[src/rtl/mem_arbiter.sv]
// mem_arbiter: two-requester (instruction fetch, data load/store) to one shared
// memory bus arbiter. One transaction outstanding at a time; the winning port's
// request is forwarded combinationally and the read response is routed back to it.
//
// Optional feature: define MEM_ARB_RR_EN for round-robin tie breaking
// (port not granted last wins). Without it, data always wins ties.
//
// Ports:
//   clk, rst            clock, asynchronous active-low reset
//   PC / Inst_Req_*     instruction fetch request channel
//   Instruction / Inst_Valid / Inst_Ready      fetch response channel
//   Address / MemWrite / MemRead / Write_data / Write_strb / Mem_Req_Ready
//                       data request channel
//   Read_data / Read_data_Valid / Read_data_Ready   load response channel
//   mem_*               shared memory bus
//   inst_xfer_cnt       accepted instruction requests (wraps)
//   data_xfer_cnt       accepted data requests, reads plus writes (wraps)
module mem_arbiter #(
    parameter int ADDR_W = 32,
    parameter int DATA_W = 32
) (
    input  logic                clk,
    input  logic                rst,
    input  logic [ADDR_W-1:0]   PC,
    input  logic                Inst_Req_Valid,
    output logic                Inst_Req_Ready,
    output logic [DATA_W-1:0]   Instruction,
    output logic                Inst_Valid,
    input  logic                Inst_Ready,
    input  logic [ADDR_W-1:0]   Address,
    input  logic                MemWrite,
    input  logic                MemRead,
    input  logic [DATA_W-1:0]   Write_data,
    input  logic [DATA_W/8-1:0] Write_strb,
    output logic                Mem_Req_Ready,
    output logic [DATA_W-1:0]   Read_data,
    output logic                Read_data_Valid,
    input  logic                Read_data_Ready,
    output logic [ADDR_W-1:0]   mem_addr,
    output logic                mem_wen,
    output logic                mem_ren,
    output logic [DATA_W-1:0]   mem_wdata,
    output logic [DATA_W/8-1:0] mem_wstrb,
    input  logic                mem_req_ready,
    input  logic [DATA_W-1:0]   mem_rdata,
    input  logic                mem_rdata_valid,
    output logic                mem_rdata_ready,
    output logic [31:0]         inst_xfer_cnt,
    output logic [31:0]         data_xfer_cnt
);

    typedef enum logic [4:0] {
        IDLE   = 5'b00001,
        I_REQ  = 5'b00010,
        I_RESP = 5'b00100,
        D_REQ  = 5'b01000,
        D_RESP = 5'b10000
    } state_t;

    state_t      r_state, w_next;
    logic [31:0] r_inst_cnt, r_data_cnt;
    logic        w_i_req, w_d_req, w_inst_hs, w_data_hs, w_data_wins;

    assign w_i_req = Inst_Req_Valid;
    assign w_d_req = MemRead | MemWrite;

`ifdef MEM_ARB_RR_EN
    // 1 = data was granted last. Resets to instruction so the first tie goes to data.
    logic r_last_data;

    always_ff @(posedge clk or negedge rst) begin
        if (!rst)           r_last_data <= 1'b0;
        else if (w_inst_hs) r_last_data <= 1'b0;
        else if (w_data_hs) r_last_data <= 1'b1;
    end

    assign w_data_wins = ~r_last_data;
`else
    assign w_data_wins = 1'b1;
`endif

    always_ff @(posedge clk or negedge rst) begin
        if (!rst) begin
            r_state    <= IDLE;
            r_inst_cnt <= '0;
            r_data_cnt <= '0;
        end else begin
            r_state <= w_next;
            if (w_inst_hs) r_inst_cnt <= r_inst_cnt + 32'd1;
            if (w_data_hs) r_data_cnt <= r_data_cnt + 32'd1;
        end
    end

    always_comb begin
        w_next          = r_state;
        w_inst_hs       = 1'b0;
        w_data_hs       = 1'b0;
        Inst_Req_Ready  = 1'b0;
        Instruction     = '0;
        Inst_Valid      = 1'b0;
        Mem_Req_Ready   = 1'b0;
        Read_data       = '0;
        Read_data_Valid = 1'b0;
        mem_addr        = '0;
        mem_wen         = 1'b0;
        mem_ren         = 1'b0;
        mem_wdata       = '0;
        mem_wstrb       = '0;
        mem_rdata_ready = 1'b0;

        case (r_state)
            IDLE: begin
                if (w_d_req && (!w_i_req || w_data_wins)) w_next = D_REQ;
                else if (w_i_req)                         w_next = I_REQ;
            end
            I_REQ: begin
                mem_ren        = Inst_Req_Valid;
                mem_addr       = PC;
                Inst_Req_Ready = mem_req_ready;
                w_inst_hs      = Inst_Req_Valid & mem_req_ready;
                if (w_inst_hs)           w_next = I_RESP;
                else if (!Inst_Req_Valid) w_next = IDLE;   // requester withdrew
            end
            I_RESP: begin
                Instruction     = mem_rdata;
                Inst_Valid      = mem_rdata_valid;
                mem_rdata_ready = Inst_Ready;
                if (mem_rdata_valid && Inst_Ready) w_next = IDLE;
            end
            D_REQ: begin
                mem_ren       = MemRead;
                mem_wen       = MemWrite;
                mem_addr      = Address;
                mem_wdata     = Write_data;
                mem_wstrb     = Write_strb;
                Mem_Req_Ready = mem_req_ready;
                w_data_hs     = w_d_req & mem_req_ready;
                // writes complete at the request handshake; only reads wait for data
                if (w_data_hs)    w_next = MemRead ? D_RESP : IDLE;
                else if (!w_d_req) w_next = IDLE;
            end
            D_RESP: begin
                Read_data       = mem_rdata;
                Read_data_Valid = mem_rdata_valid;
                mem_rdata_ready = Read_data_Ready;
                if (mem_rdata_valid && Read_data_Ready) w_next = IDLE;
            end
            default: w_next = IDLE;
        endcase
    end

    assign inst_xfer_cnt = r_inst_cnt;
    assign data_xfer_cnt = r_data_cnt;

endmodule

[config.mk]
export PLATFORM = sky130hd
export DESIGN_NAME = mem_arbiter
export DESIGN_NICKNAME = d
export VERILOG_FILES = /design/src/rtl/mem_arbiter.sv
export SDC_FILE = /design/constraint.sdc
export NUM_CORES = 1
export LEC_CHECK = 0
export CAP_MARGIN = 20
export CORE_AREA = 5 5 131 133
export DETAILED_ROUTE_END_ITERATION = 8
export DIE_AREA = 0 0 136 138
export DONT_BUFFER_PORTS = 1
export MAX_ROUTING_LAYER = met4
export PLACE_DENSITY = 0.39
export SYNTH_ARGS = -nofsm -noshare
export SYNTH_HDL_FRONTEND = slang
export SYNTH_SLANG_ARGS = --single-unit
[constraint.sdc]
create_clock -name clk -period 2.98 [get_ports clk]
set_input_delay 0.596 -clock clk [delete_from_list [all_inputs] [get_ports clk]]
set_output_delay 0.596 -clock clk [all_outputs]
set_load 0.05 [all_outputs]
### Word-level counts from Yosys, hierarchy flattened

Index checks and enable logic that the tools add are counted.

* multiplexer cells: 24
* add/sub/neg operators: 2
* reductions and logical operators: 3
* bitwise operators: 3
* equality and inequality tests: 10

Operator list (count)
* $mux W32: 3
* $add A32 B1 Y32 const B: 2
* $pmux W32 S2: 1
* $mux W5: 9
* $pmux W5 S5: 1
* $ne A3 B3 Y1 const B: 3
* $mux W1: 7
* $eq A5 B1 Y1 const B: 1
* $eq A5 B2 Y1 const B: 1
* $eq A5 B3 Y1 const B: 1
* $eq A5 B4 Y1 const B: 1
* $eq A5 B5 Y1 const B: 1
* $reduce_and A5 Y1: 1
* $mux W4: 1
* $ne A2 B2 Y1 const B: 2
* $pmux W1 S2: 2
* $and A1 B1 Y1: 2
* $logic_and A1 B1 Y1: 2
* $or A1 B1 Y1: 1

* input port bits: 141
* word-level logic and storage cells: 45
* bits in registers: 69
* output and inout port bits: 203

### Depth between registers and ports, before layout

* depth after elaboration: 4
* gate-level depth with buffers: 8

### Worst setup path after synthesis

OpenSTA, ideal clock, no wires.

* path kind: register to output
* from: reg r_state[0]
* to: out mem_addr[0]
* required time: 2.384 ns
* stages on the path, launching flop included: 7
* arrival: 2.009 ns
* setup slack: 0.375 ns
* buffers on the path: 3
* cells stage by stage: dfstp_2 > clkbuf_1 > nor4_1 > and2_1 > clkbuf_1 > clkbuf_1 > a22o_1

* word-level cells in the longest chain between the ends: 2
* elaborated cells on any way between the ends: 3
* classes of those cells: 2 x eq/ne; 1 x mux

Ends and longest elaborated chain
* start: declaration: RTL line 60 `state_t r_state, w_next;`
* start signal: assignment: RTL line 88 `r_state <= w_next;`
* $eq A5 B4 Y1 / $eq A5 B2 Y1 (equally long branches): RTL line 111 `case (r_state)`
* $pmux W32 S2 (*): RTL line 111
* end: declaration: RTL line 39 `output logic [ADDR_W-1:0] mem_addr,`

Mark *: on every way between the ends. The rest lies on a longest branch, timed or not.

### Final worst setup path

* from: reg r_state[4]
* to: out mem_addr[22]

The elaborated chain is that of the path after synthesis.

==> results.json <==
{
  "status": "completed",
  "worst_setup_path_start_kind": "register",
  "clock_tree.htree_level_count": 3,
  "reg2reg_depth": 5,
  "fmax_ghz": 0.347,
  "syn-instance-count": 477,
  "root_buffer": "sky130_fd_sc_hd__clkbuf_16",
  "synthToLayoutAreaGrowth_pct": 70.4,
  "die_h_um": 138,
  "netlist_area_sq_um": 4330,
  "cp_max_fo": 35,
  "route.detailed.vias_per_inst": 4.83,
  "ant_nets": 0,
  "worst_r2r_endpoint": "inst_xfer_cnt[29]",
  "total_routed_wirelength_um": 18500,
  "die-area_sq_um": 18800,
  "route.vias.total": 4127,
  "clk_pin_slew_worst_paths_ps": 50,
  "worst_r2r_startpoint": "r_state[4]",
  "ys_seq_area_share_pct": 39.9,
  "setup_violations": 0,
  "critical_path.slowest_cell": "sky130_fd_sc_hd__dfrtp_1",
  "synth.net_count": 620,
  "clk-insertion-delay-late_ps": 330,
  "synth_top_flop_cell": "sky130_fd_sc_hd__dfrtp_1",
  "fin_crit_sh_pct": 96.7,
  "drv_slew": 0,
  "wire_length_of_the_first_global_routing_pass_um": 27100,
  "ctsLongestPathBuffers": 2,
  "gp_routability_congestion": 0.892,
  "coreArea_sq_um": 15700,
  "slew_headroom_pct": 46.2,
  "worst_ep_required_time_ps": 2380,
  "maximum_number_of_pins_on_one_net_before_global_route_repair": 69,
  "fin_total_pwr_w": 0.00425,
  "grt_pass1_vias": 4157,
  "setup_tns_ps": 0,
  "synth.yosys.warnings": 0,
  "grt-ovfl-total": 0,
  "synth_cell_types": 40,
  "dr.first_iter.drc_count": 135,
  "final_common_cell": "sky130_fd_sc_hd__buf_12",
  "async_flop_share_pct": 100,
  "floorplan.initialDensity_pct": 27.6,
  "die_width_um": 136,
  "post-cts-setup-buffers": 0,
  "critical_path.endpoint_type": "primary output",
  "synth.avg_cell_area_sq_um": 9.08,
  "io_buffer_count": 0,
  "gr-usage-all-layers_pct": 19.6,
  "detailedPlacementHpwl_um": 15400,
  "fin_skew_ps": 5.51,
  "layout-drive-gt1-share_pct": 31.4,
  "final_util_pct": 47.0,
  "design_area_sq_um": 7380,
  "report.final.hold_viol_count": 0,
  "timing.reg2reg.setup_slack_ps": 550,
  "cts_made_buffers": 9,
  "drc_errors": 0,
  "maxCapViolations": 0,
  "pin_count": 344,
  "routedWlPerCell_um": 21.6,
  "tightest_slew_ps": 804,
  "dpl-instance-area_sq_um": 7040,
  "leak_pwr_nw": 3.51,
  "synth_edf_count": 0,
  "cp_slowest_stage_delay_ps": 490,
  "drtPass1Iterations": 5,
  "timing.setup.critical_path_class": "register to primary output",
  "cp_data_arrival_time_ps": 2280,
  "power_per_cell_area_nw_per_um2": 575,
  "cp_cell_sequence": "or3_4, nor2_2, buf_4, a22o_1, buf_12",
  "ir_worst_vdd_v": 0.000348,
  "tritoncts": "built",
  "min-delay-path-class": "input port to async pin",
  "flip_flop_and_latch_count_after_synthesis": 69,
  "finish.net_count": 771,
  "most_frequent_cells_in_the_layout": "101 x sky130_fd_sc_hd__buf_12, 71 x sky130_fd_sc_hd__buf_4, 68 x sky130_fd_sc_hd__and2_1, 68 x sky130_fd_sc_hd__dfrtp_1, 48 x sky130_fd_sc_hd__and3_1",
  "antenna_violations_before_repair": 5,
  "timing.final.crit_period_ps": 2880,
  "cts.sink_count": 69,
  "row_count": 46
}
## logic make-up (layout without fill, tap and decap cells)
family | after synthesis | in the layout | share of synthesized area [%]
compound gates | 46 | 46 | 8.63
other cells | 0 | 6 | 0
simple gates | 250 | 250 | 33.7
flops | 69 | 69 | 39.9
mux | 2 | 2 | 0.520
fa+ha+maj | 2 | 2 | 0.577
xor+xnor | 62 | 62 | 12.5
buf+inv | 46 | 202 | 4.19
## per-stage QoR
stage | setup slack, ps | hold WS [ps] | cells
finish | 99.3 | 107 | 855
global route | -0.333 | 85.8 | 854
CTS | 70.1 | 91.9 | 849
detailed placement | 443 | 302 | 832
global placement | 491 | 302 | 832
floorplan | 375 | 300 | 477
## cells in the mapped netlist, types with 4 or more instances
| cell | n | share of area [%] |
|---|---|---|
| sky130_fd_sc_hd__and4_1 | 4 | 0.81 |
| sky130_fd_sc_hd__xnor2_1 | 27 | 5.5 |
| sky130_fd_sc_hd__and2_1 | 68 | 9.8 |
| sky130_fd_sc_hd__nand2_1 | 32 | 2.8 |
| sky130_fd_sc_hd__xor2_1 | 35 | 7.1 |
| sky130_fd_sc_hd__inv_1 | 13 | 1.1 |
| sky130_fd_sc_hd__nor3_1 | 21 | 2.4 |
| sky130_fd_sc_hd__o21ai_0 | 4 | 0.46 |
| sky130_fd_sc_hd__nand4_1 | 12 | 1.7 |
| sky130_fd_sc_hd__a22o_1 | 34 | 6.9 |
| sky130_fd_sc_hd__dfrtp_1 | 68 | 39 |
| sky130_fd_sc_hd__nor2_1 | 24 | 2.1 |
| sky130_fd_sc_hd__nand3_1 | 14 | 1.6 |
| sky130_fd_sc_hd__nor4_1 | 9 | 1.3 |
| sky130_fd_sc_hd__and3_1 | 48 | 6.9 |
| sky130_fd_sc_hd__clkbuf_1 | 31 | 2.7 |
## timing repair
action | in CTS | in global routing
setup endpoints to repair | 0 | 3
resized for setup | 0 | 1
hold buffers | 1 | 0
hold endpoints to repair | 68 | 0
## area by class of cell
cell class | count | area (sq um)
fillers | 1452 | 8330
repair buffers | 173 | 2580
multi-input cells | 362 | 2450
flip-flops and latches | 69 | 1730
well taps | 216 | 270
clock buffers | 10 | 229
clock inverters | 6 | 63.8
inverters | 13 | 48.8
diodes | 6 | 15.0
## power by group
group,leakage [nW],internal [W],total (W),switching [W]
registers,0.912,0.000987,0.00115,0.000159
logic,2.46,0.000753,0.00206,0.00131
clock network,0.138,0.000645,0.00104,0.000391
## worst max path at each step
stage / startpoint / end / slack, ps
after floorplan: r_state[0] / mem_addr[0] / 370
after global placement: r_state[4] / mem_addr[7] / 490
after detailed placement: r_state[4] / mem_addr[22] / 440
after CTS: r_state[4] / mem_addr[22] / 70
after global routing: r_state[4] / mem_addr[22] / -0.3
final: r_state[4] / mem_addr[22] / 100
## sequential cells by signal, indices dropped and copies added, names as in the netlist
register and cells:
data_xfer_cnt 32, inst_xfer_cnt 32, r_state 5
## critical path: cells and delay by family (launching register included)
kind	cells	cell delay, ps
flops	1	490
buf+inv	2	510
simple gates	2	580
compound gates	1	350
## per-layer routing
| metal | vias up | GRT usage (%) | share of wire (%) |
|---|---|---|---|
| met4 | 0 | 7.59 | 3.0 |
| met2 | 196 | 32.4 | 51 |
| li1 | 1964 | - | - |
| met5 | - | - | 0 |
| met1 | 1944 | 20.6 | 36 |
| met3 | 23 | 8.53 | 10 |
Power figures use the tool's default switching activity.
